==> src/rtl/ccd_cds_sequencer.sv <==
// CCD correlated-double-sampling sequencer: tracks pixel/line/frame position from the clock phases and issues sample strobes.
// Strobes fire RST_DLY/SIG_DLY cycles after the phi_r/phi_l1 falling edge; col/row update the cycle after pix_valid.
// No backpressure: phases are free-running; `define CDS_SUB_EN adds a registered saturating reset-minus-signal output.
module ccd_cds_sequencer #(
   parameter int N_COLS  = 16,
   parameter int N_ROWS  = 16,
   parameter int RST_DLY = 2,
   parameter int SIG_DLY = 2,
   parameter int ADC_W   = 12
) (
   input  logic             clk,
   input  logic             rst_n,
   input  logic             enable,
   input  logic             phi_p,
   input  logic             phi_l1,
   input  logic             phi_l2,
   input  logic             phi_r,
   input  logic [ADC_W-1:0] adc_data,
   output logic             smp_rst,
   output logic             smp_sig,
   output logic             pix_valid,
   output logic [7:0]       col,
   output logic [7:0]       row,
   output logic             line_end,
   output logic             frame_end,
   output logic             busy,
   output logic             err,
   output logic [ADC_W-1:0] cds_out,
   output logic             cds_valid
);

   typedef enum logic [2:0] {
      IDLE, WAIT_ROW, WAIT_RST, DLY_RST, WAIT_SIG, DLY_SIG
   } state_t;

   localparam logic [7:0] LAST_COL = 8'(N_COLS - 1);
   localparam logic [7:0] LAST_ROW = 8'(N_ROWS - 1);
   localparam logic [3:0] RST_LOAD = 4'(RST_DLY - 1);
   localparam logic [3:0] SIG_LOAD = 4'(SIG_DLY - 1);

   state_t     state, state_nxt;
   logic [3:0] dly_cnt, dly_nxt;
   logic [7:0] col_nxt, row_nxt, row_inc;
   logic       phi_p_q, phi_l1_q, phi_l2_q, phi_r_q, enable_q;
   logic       p_fall, l1_fall, r_fall;
   logic       err_q, err_set;

   assign p_fall    = phi_p_q & ~phi_p;
   assign l1_fall   = phi_l1_q & ~phi_l1;
   assign r_fall    = phi_r_q & ~phi_r;
   assign row_inc   = (row == LAST_ROW) ? 8'd0 : row + 8'd1;
   assign pix_valid = smp_sig;
   assign busy      = (state != IDLE);
   assign err       = err_q | err_set;

   always_comb begin
      state_nxt = state;
      dly_nxt   = dly_cnt;
      col_nxt   = col;
      row_nxt   = row;
      smp_rst   = 1'b0;
      smp_sig   = 1'b0;
      line_end  = 1'b0;
      frame_end = 1'b0;
      err_set   = 1'b0;
      if (!enable) begin
         state_nxt = IDLE;
         dly_nxt   = 4'd0;
         col_nxt   = 8'd0;
         row_nxt   = 8'd0;
      end else begin
         err_set = phi_l1 & phi_l2 & phi_l1_q & phi_l2_q;
         case (state)
            IDLE: state_nxt = WAIT_ROW;
            WAIT_ROW: begin
               if (p_fall) begin
                  state_nxt = WAIT_RST;
                  col_nxt   = 8'd0;
               end
            end
            WAIT_RST: begin
               if (r_fall) begin
                  state_nxt = DLY_RST;
                  dly_nxt   = RST_LOAD;
               end
            end
            DLY_RST: begin
               if (dly_cnt == 4'd0) begin
                  smp_rst   = 1'b1;
                  state_nxt = WAIT_SIG;
               end else begin
                  dly_nxt = dly_cnt - 4'd1;
               end
            end
            WAIT_SIG: begin
               if (r_fall) err_set = 1'b1;
               if (l1_fall) begin
                  state_nxt = DLY_SIG;
                  dly_nxt   = SIG_LOAD;
               end
            end
            DLY_SIG: begin
               if (r_fall) err_set = 1'b1;
               if (dly_cnt == 4'd0) begin
                  smp_sig = 1'b1;
                  if (col < LAST_COL) begin
                     col_nxt   = col + 8'd1;
                     state_nxt = WAIT_RST;
                  end else begin
                     line_end  = 1'b1;
                     frame_end = (row == LAST_ROW);
                     col_nxt   = 8'd0;
                     row_nxt   = row_inc;
                     // A row transfer landing on the last strobe already starts the next line.
                     state_nxt = p_fall ? WAIT_RST : WAIT_ROW;
                  end
               end else begin
                  dly_nxt = dly_cnt - 4'd1;
               end
            end
            default: state_nxt = IDLE;
         endcase
         // Row transfer mid-line: abandon the current pixel and restart on the next row.
         if (p_fall && state != IDLE && state != WAIT_ROW && !line_end) begin
            err_set   = 1'b1;
            smp_rst   = 1'b0;
            smp_sig   = 1'b0;
            col_nxt   = 8'd0;
            row_nxt   = row_inc;
            dly_nxt   = 4'd0;
            state_nxt = WAIT_RST;
         end
      end
   end

   always_ff @(posedge clk) begin
      if (!rst_n) begin
         state    <= IDLE;
         dly_cnt  <= 4'd0;
         col      <= 8'd0;
         row      <= 8'd0;
         phi_p_q  <= 1'b0;
         phi_l1_q <= 1'b0;
         phi_l2_q <= 1'b0;
         phi_r_q  <= 1'b0;
         enable_q <= 1'b0;
         err_q    <= 1'b0;
      end else begin
         state    <= state_nxt;
         dly_cnt  <= dly_nxt;
         col      <= col_nxt;
         row      <= row_nxt;
         phi_p_q  <= phi_p;
         phi_l1_q <= phi_l1;
         phi_l2_q <= phi_l2;
         phi_r_q  <= phi_r;
         enable_q <= enable;
         if (enable_q && !enable) err_q <= 1'b0;
         else if (err_set)        err_q <= 1'b1;
      end
   end

`ifdef CDS_SUB_EN
   logic [ADC_W-1:0] rst_lvl;

   always_ff @(posedge clk) begin
      if (!rst_n || !enable) begin
         rst_lvl   <= '0;
         cds_out   <= '0;
         cds_valid <= 1'b0;
      end else begin
         cds_valid <= smp_sig;
         if (smp_rst) rst_lvl <= adc_data;
         if (smp_sig) cds_out <= (rst_lvl > adc_data) ? rst_lvl - adc_data : '0;
      end
   end
`else
   logic unused_adc;
   assign unused_adc = ^adc_data;
   assign cds_out    = '0;
   assign cds_valid  = 1'b0;
`endif

endmodule

==> config.mk <==
export PLATFORM = sky130hd
export DESIGN_NAME = ccd_cds_sequencer
export DESIGN_NICKNAME = d
export VERILOG_FILES = /design/src/rtl/ccd_cds_sequencer.sv
export SDC_FILE = /design/constraint.sdc
export NUM_CORES = 1
export LEC_CHECK = 0
export ABC_CLOCK_PERIOD_IN_PS = 6800
export CAP_MARGIN = 30
export CORE_AREA = 2 2 70 72
export CTS_CLUSTER_SIZE = 40
export DETAILED_ROUTE_END_ITERATION = 8
export DIE_AREA = 0 0 72 74
export SLEW_MARGIN = 25
export SYNTH_ARGS = -nofsm -noshare
export SYNTH_HDL_FRONTEND = slang
export SYNTH_SLANG_ARGS = --single-unit
==> constraint.sdc <==
create_clock -name clk -period 6.8 [get_ports clk]
set_clock_uncertainty 0.2 [all_clocks]
set_input_delay 1.36 -clock clk [delete_from_list [all_inputs] [get_ports clk]]
set_output_delay 1.36 -clock clk [all_outputs]
set_load 0.01 [all_outputs]
Yosys cells after proc, flatten, opt, wreduce, memory -nomap -nowiden
Index checks and enable logic that the tools add are counted.
{ "word_totals": {"register_bits": 29, "output_inout_bits": 36, "elab_cells": 111} }
{ "op_classes": {"addsub": 3, "order_cmp": 1, "n_eq_ne": 19, "mux": 42, "n_bitwise": 12, "n_reduce_logical": 23} }
{ "ops": {"columns": ["cell", "n"], "rows": [
  ["8-bit two-way mux", 8],
  ["1-bit two-way mux", 20],
  ["3-bit one-hot mux with 6 select lines", 1],
  ["8-bit by 1-bit adder with 8-bit output, second input constant", 2],
  ["8-bit one-hot mux with 2 select lines", 1],
  ["3-bit two-way mux", 5],
  ["3-bit inequality test, second input constant", 5],
  ["4-bit two-way mux", 3],
  ["2-bit inequality test, second input constant", 6],
  ["4-bit one-hot mux with 3 select lines", 1],
  ["5-bit AND reduction", 2],
  ["8-bit by 4-bit equality test with 1-bit output, second input constant", 1],
  ["8-bit by 4-bit < comparator with 1-bit output, second input constant", 1],
  ["1-bit AND", 6],
  ["3-bit by 2-bit equality test with 1-bit output, second input constant", 2],
  ["3-bit equality test, second input constant", 2],
  ["2-bit two-way mux", 3],
  ["3-bit AND reduction", 2],
  ["2-bit nonzero test", 3],
  ["3-bit nonzero test", 2],
  ["2-bit OR reduction", 3],
  ["1-bit inverter", 5],
  ["1-bit logical AND", 4],
  ["4-bit zero test", 1],
  ["10 further kinds", 11]
]} }

Logic depth before layout (Yosys ltp)
{ "logic_depth": {"word_depth": 10, "mapped_depth": 7, "ltp_nobuf": 7} }

Worst setup path after synthesis
Ideal clock, no wire load.
{ "synth_timing": {"kind": "input to output", "start": "in phi_p", "end": "out smp_sig", "arrival_time_ns": 2.375, "required_ns": 5.240, "path_slack_ns": 2.865, "cell_stages": 5, "n_path_buf": 2, "cell_sequence": "nand2b_1 -> buf_1 -> nor3_1 -> nor3_1 -> buf_4"} }
{ "synth_via": {"elab_chain_len": 7} }
{ "synth_rtl": {"columns": ["element", "line_no", "source"], "rows": [
  ["start, declared", "14", "input logic phi_p,"],
  ["1-bit inverter", "48", "assign p_fall = phi_p_q & ~phi_p;"],
  ["1-bit AND", "48", null],
  ["1-bit logical AND (3 in series)", "124", "if (p_fall && state != IDLE && state != WAIT_ROW && !line_end) begin"],
  ["1-bit two-way mux", "124", null],
  ["1-bit two-way mux", "66", "if (!enable) begin"],
  ["end, declared", "20", "output logic smp_sig,"]
]} }
No other way between the ends.

Final worst setup path
{ "layout_timing": {"start": "in phi_p", "end": "out err"} }
{ "layout_via": {"elab_chain_len": 8} }
{ "layout_rtl": {"columns": ["element", "line_no", "source"], "rows": [
  ["1-bit inverter", "48", null],
  ["1-bit AND", "48", null],
  ["1-bit logical AND (3 in series)", "124", null],
  ["1-bit two-way mux", "124", null],
  ["1-bit two-way mux", "66", null],
  ["1-bit bitwise OR", "54", "assign err = err_q | err_set;"],
  ["end, declared", "27", "output logic err,"]
]} }
No other way between the ends.

==> qor.yml <==
coreArea_sq_mm: 0.00460
dieArea_sq_mm: 0.00533
grt_max_degree: 14
hold_buffers: 0
relSlewSlack_pct: 44.0
synth.avg_cell_area_sq_um: 8.30
post-route-util_pct: 42.1
ant_nets: 0
fp.dieH_um: 74
cpPeakStageDelay_ns: 0.53
synth_cell_types: 42
synthCells: 188
yosys_warnings: 0
cts_tree: "done"
post_drt_wl_per_cell_um: 12.0
drtPass1Iterations: 4
fill_cells: 470
remaining_drc_errors: 0
async_reset_ff_share_pct: 0
fp-row-count: 25
synth_flop_cell: "dfxtp_1"
layoutNonFillerInstCount: 273
status: "complete, no violations"
hold_viol_final: 0
ioPinCount: 55
dp_cells: 266
clockBufferDepth: 2
holdWs_ns: 0.315
setup_viol: 0
tightest_slew_ns: 0.836
first_iter_violations: 64
diodes: 0
gr-total-overflow: 0
arrival_ns: 3.37
viasPerCell: 5.00
crit_chain: "clkdlybuf4s50_1, nand2b_1, nor3_1, o21ai_0, nand2b_1, clkdlybuf4s50_1"
ys_seq_area_share_pct: 37.2
port_buffers: 29
startpoint_type: "input port"
max-cap-violations: 0
rsz0062_at_grt: "no"
globalplace.congestion: 0.778
clock.fmax_mhz: 203
synth-seq-cells: 29
post-cts-setup-buffers: 0
gr-usage-all-layers_pct: 13.2
crit_type: "input port to primary output"
drive_above_1_share_pct: 5.02
crit_fanout: 8
reg2reg_from: "dly_cnt[0]"
endpoint: "err"
clock_latency_ns: 0.28
crit_start: "phi_p"
routed_wl_mm: 3.27
clk_pin_slew_ns: 0.06
layout.nets: 242
setup_tns_ns: 0
grt_antenna_before_repair: 0
cp-end-kind: "primary output"
powerDensity_mw_per_mm2: 177
dr_total_vias: 1365
grt_pass1_wl_mm: 5.54
htree_num_levels: 2
ir_drop_uv: 93.4
numCtsBuffers: 5
finalCritPeriodShare_pct: 72.5
required_ns: 5.24
start_util_pct: 33.9
crit_slowest_cell: "clkdlybuf4s50_1"
power_leakage_nw: 0.726
fin_crit_ns: 4.93
hp-class: "flip-flop to flip-flop"
place_area_sq_mm: 0.00185
synth_enable_flop_cells: 0
fin_area_sq_mm: 0.00194
post_cts_resized: 0
r2r-end: "row[3]"
netlist_area_sq_mm: 0.00156
reg2reg_slack_ns: 4.29
die_x_um: 72
worstRegToRegCells: 7
grt_pass1_vias: 1277
cts_num_sinks: 29
cts-root-buf: "clkbuf_8"
hpwl_mm: 2.43
syn2layout_area_growth_pct: 24.1
slew_viol_final: 0
## flip-flops by register name, indices dropped and copies added (netlist names), 3 cells and up
register  flops
state         3
dly_cnt       4
row           8
col           8
## layout make-up
cell class	instances	area (sq um)	share of cell area [%]
Tap cell	54	67.6	3.49
Sequential cell	29	581	30.0
Timing Repair Buffer	30	298	15.4
Clock buffer	7	86.3	4.46
Inverter	7	26.3	1.36
Multi-Input combinational cell	146	877	45.3
## cells in the mapped netlist, drive strengths merged, types with 3 or more instances
cell type	number	area [sq um]
a21oi	7	35.0
and2	5	31.3
and3	5	31.3
buf	16	114
dfxtp	29	581
ha	4	50.1
inv	7	26.3
mux2i	3	30.0
nand2	9	33.8
nand2b	7	43.8
nand3	3	15.0
nand3b	3	22.5
nor2	31	119
nor3	6	30.0
o2111ai	4	35.0
o21ai	11	55.1
xnor2	3	26.3
xor2	7	61.3
## logic make-up (layout without fill, tap and decap cells)
logic type                 count (synthesis)  in the layout  synth area share (%)
other                                      1             13                 0.240
and+or+nand+nor                           82             82                  27.3
DFF                                       29             29                  37.2
muxes                                      3              3                  1.92
xor gates and xnor gates                  10             10                  5.61
adders and majority gates                  4              4                  3.21
AOI/OAI and AO/OA                         34             34                  15.0
buffers and inverters                     25             44                  9.46
## cell usage in the layout, fill, tap and decap left out, types with 3 or more instances in the layout
cell type,count
ha_1,4
nand3_1,3
nand2b_1,7
conb_1,13
clkbuf_8,6
mux2i_1,3
inv_1,7
xor2_1,7
nor2_1,30
nor3_1,6
and2_1,5
dfxtp_1,29
o2111ai_1,4
a21oi_1,7
nand2_1,9
o21ai_0,11
and3_1,5
clkdlybuf4s50_1,29
xnor2_1,3
nand3b_1,3
## routing by layer
layer	routed length (um)	vias to the layer above	share of wire (%)	track usage [%]
li1	-	686	-	-
met1	1570	643	48	15.8
met2	1500	29	46	22.0
met3	150	7	4.6	4.47
met4	51	0	1.6	5.24
met5	0	-	0	0
## stage by stage
step | power, W | setup slack (ns)
after global placement | 0.000204 | 1.90
after CTS | 0.000346 | 1.87
after floorplan | 0.000200 | 2.87
after detailed placement | 0.000205 | 1.88
final | 0.000342 | 1.87
after global routing | 0.000358 | 1.76
## worst min-delay path by stage
stage,startpoint,end,slack [ns],cells past startpoint
after global placement,err_q,err_q,0.26,2
after floorplan,err_q,err_q,0.25,2
final,err_q,err_q,0.31,2
after CTS,err_q,err_q,0.30,2
after global routing,col[5],col[5],0.34,1
after detailed placement,err_q,err_q,0.30,2
## critical path, delay by kind of cell
| kind | cells | cell delay [ns] |
|---|---|---|
| AND/OR/NAND/NOR | 3 | 0.85 |
| AO/OA/AOI/OAI | 1 | 0.19 |
| buffers and inverters | 2 | 0.97 |
## power by group
| part | internal, W | total (W) | switching (W) |
|---|---|---|---|
| clock network | 0.0000801 | 0.000141 | 0.0000611 |
| logic | 0.0000110 | 0.0000257 | 0.0000147 |
| registers | 0.000173 | 0.000175 | 0.00000266 |
Power figures use the tool's default switching activity.
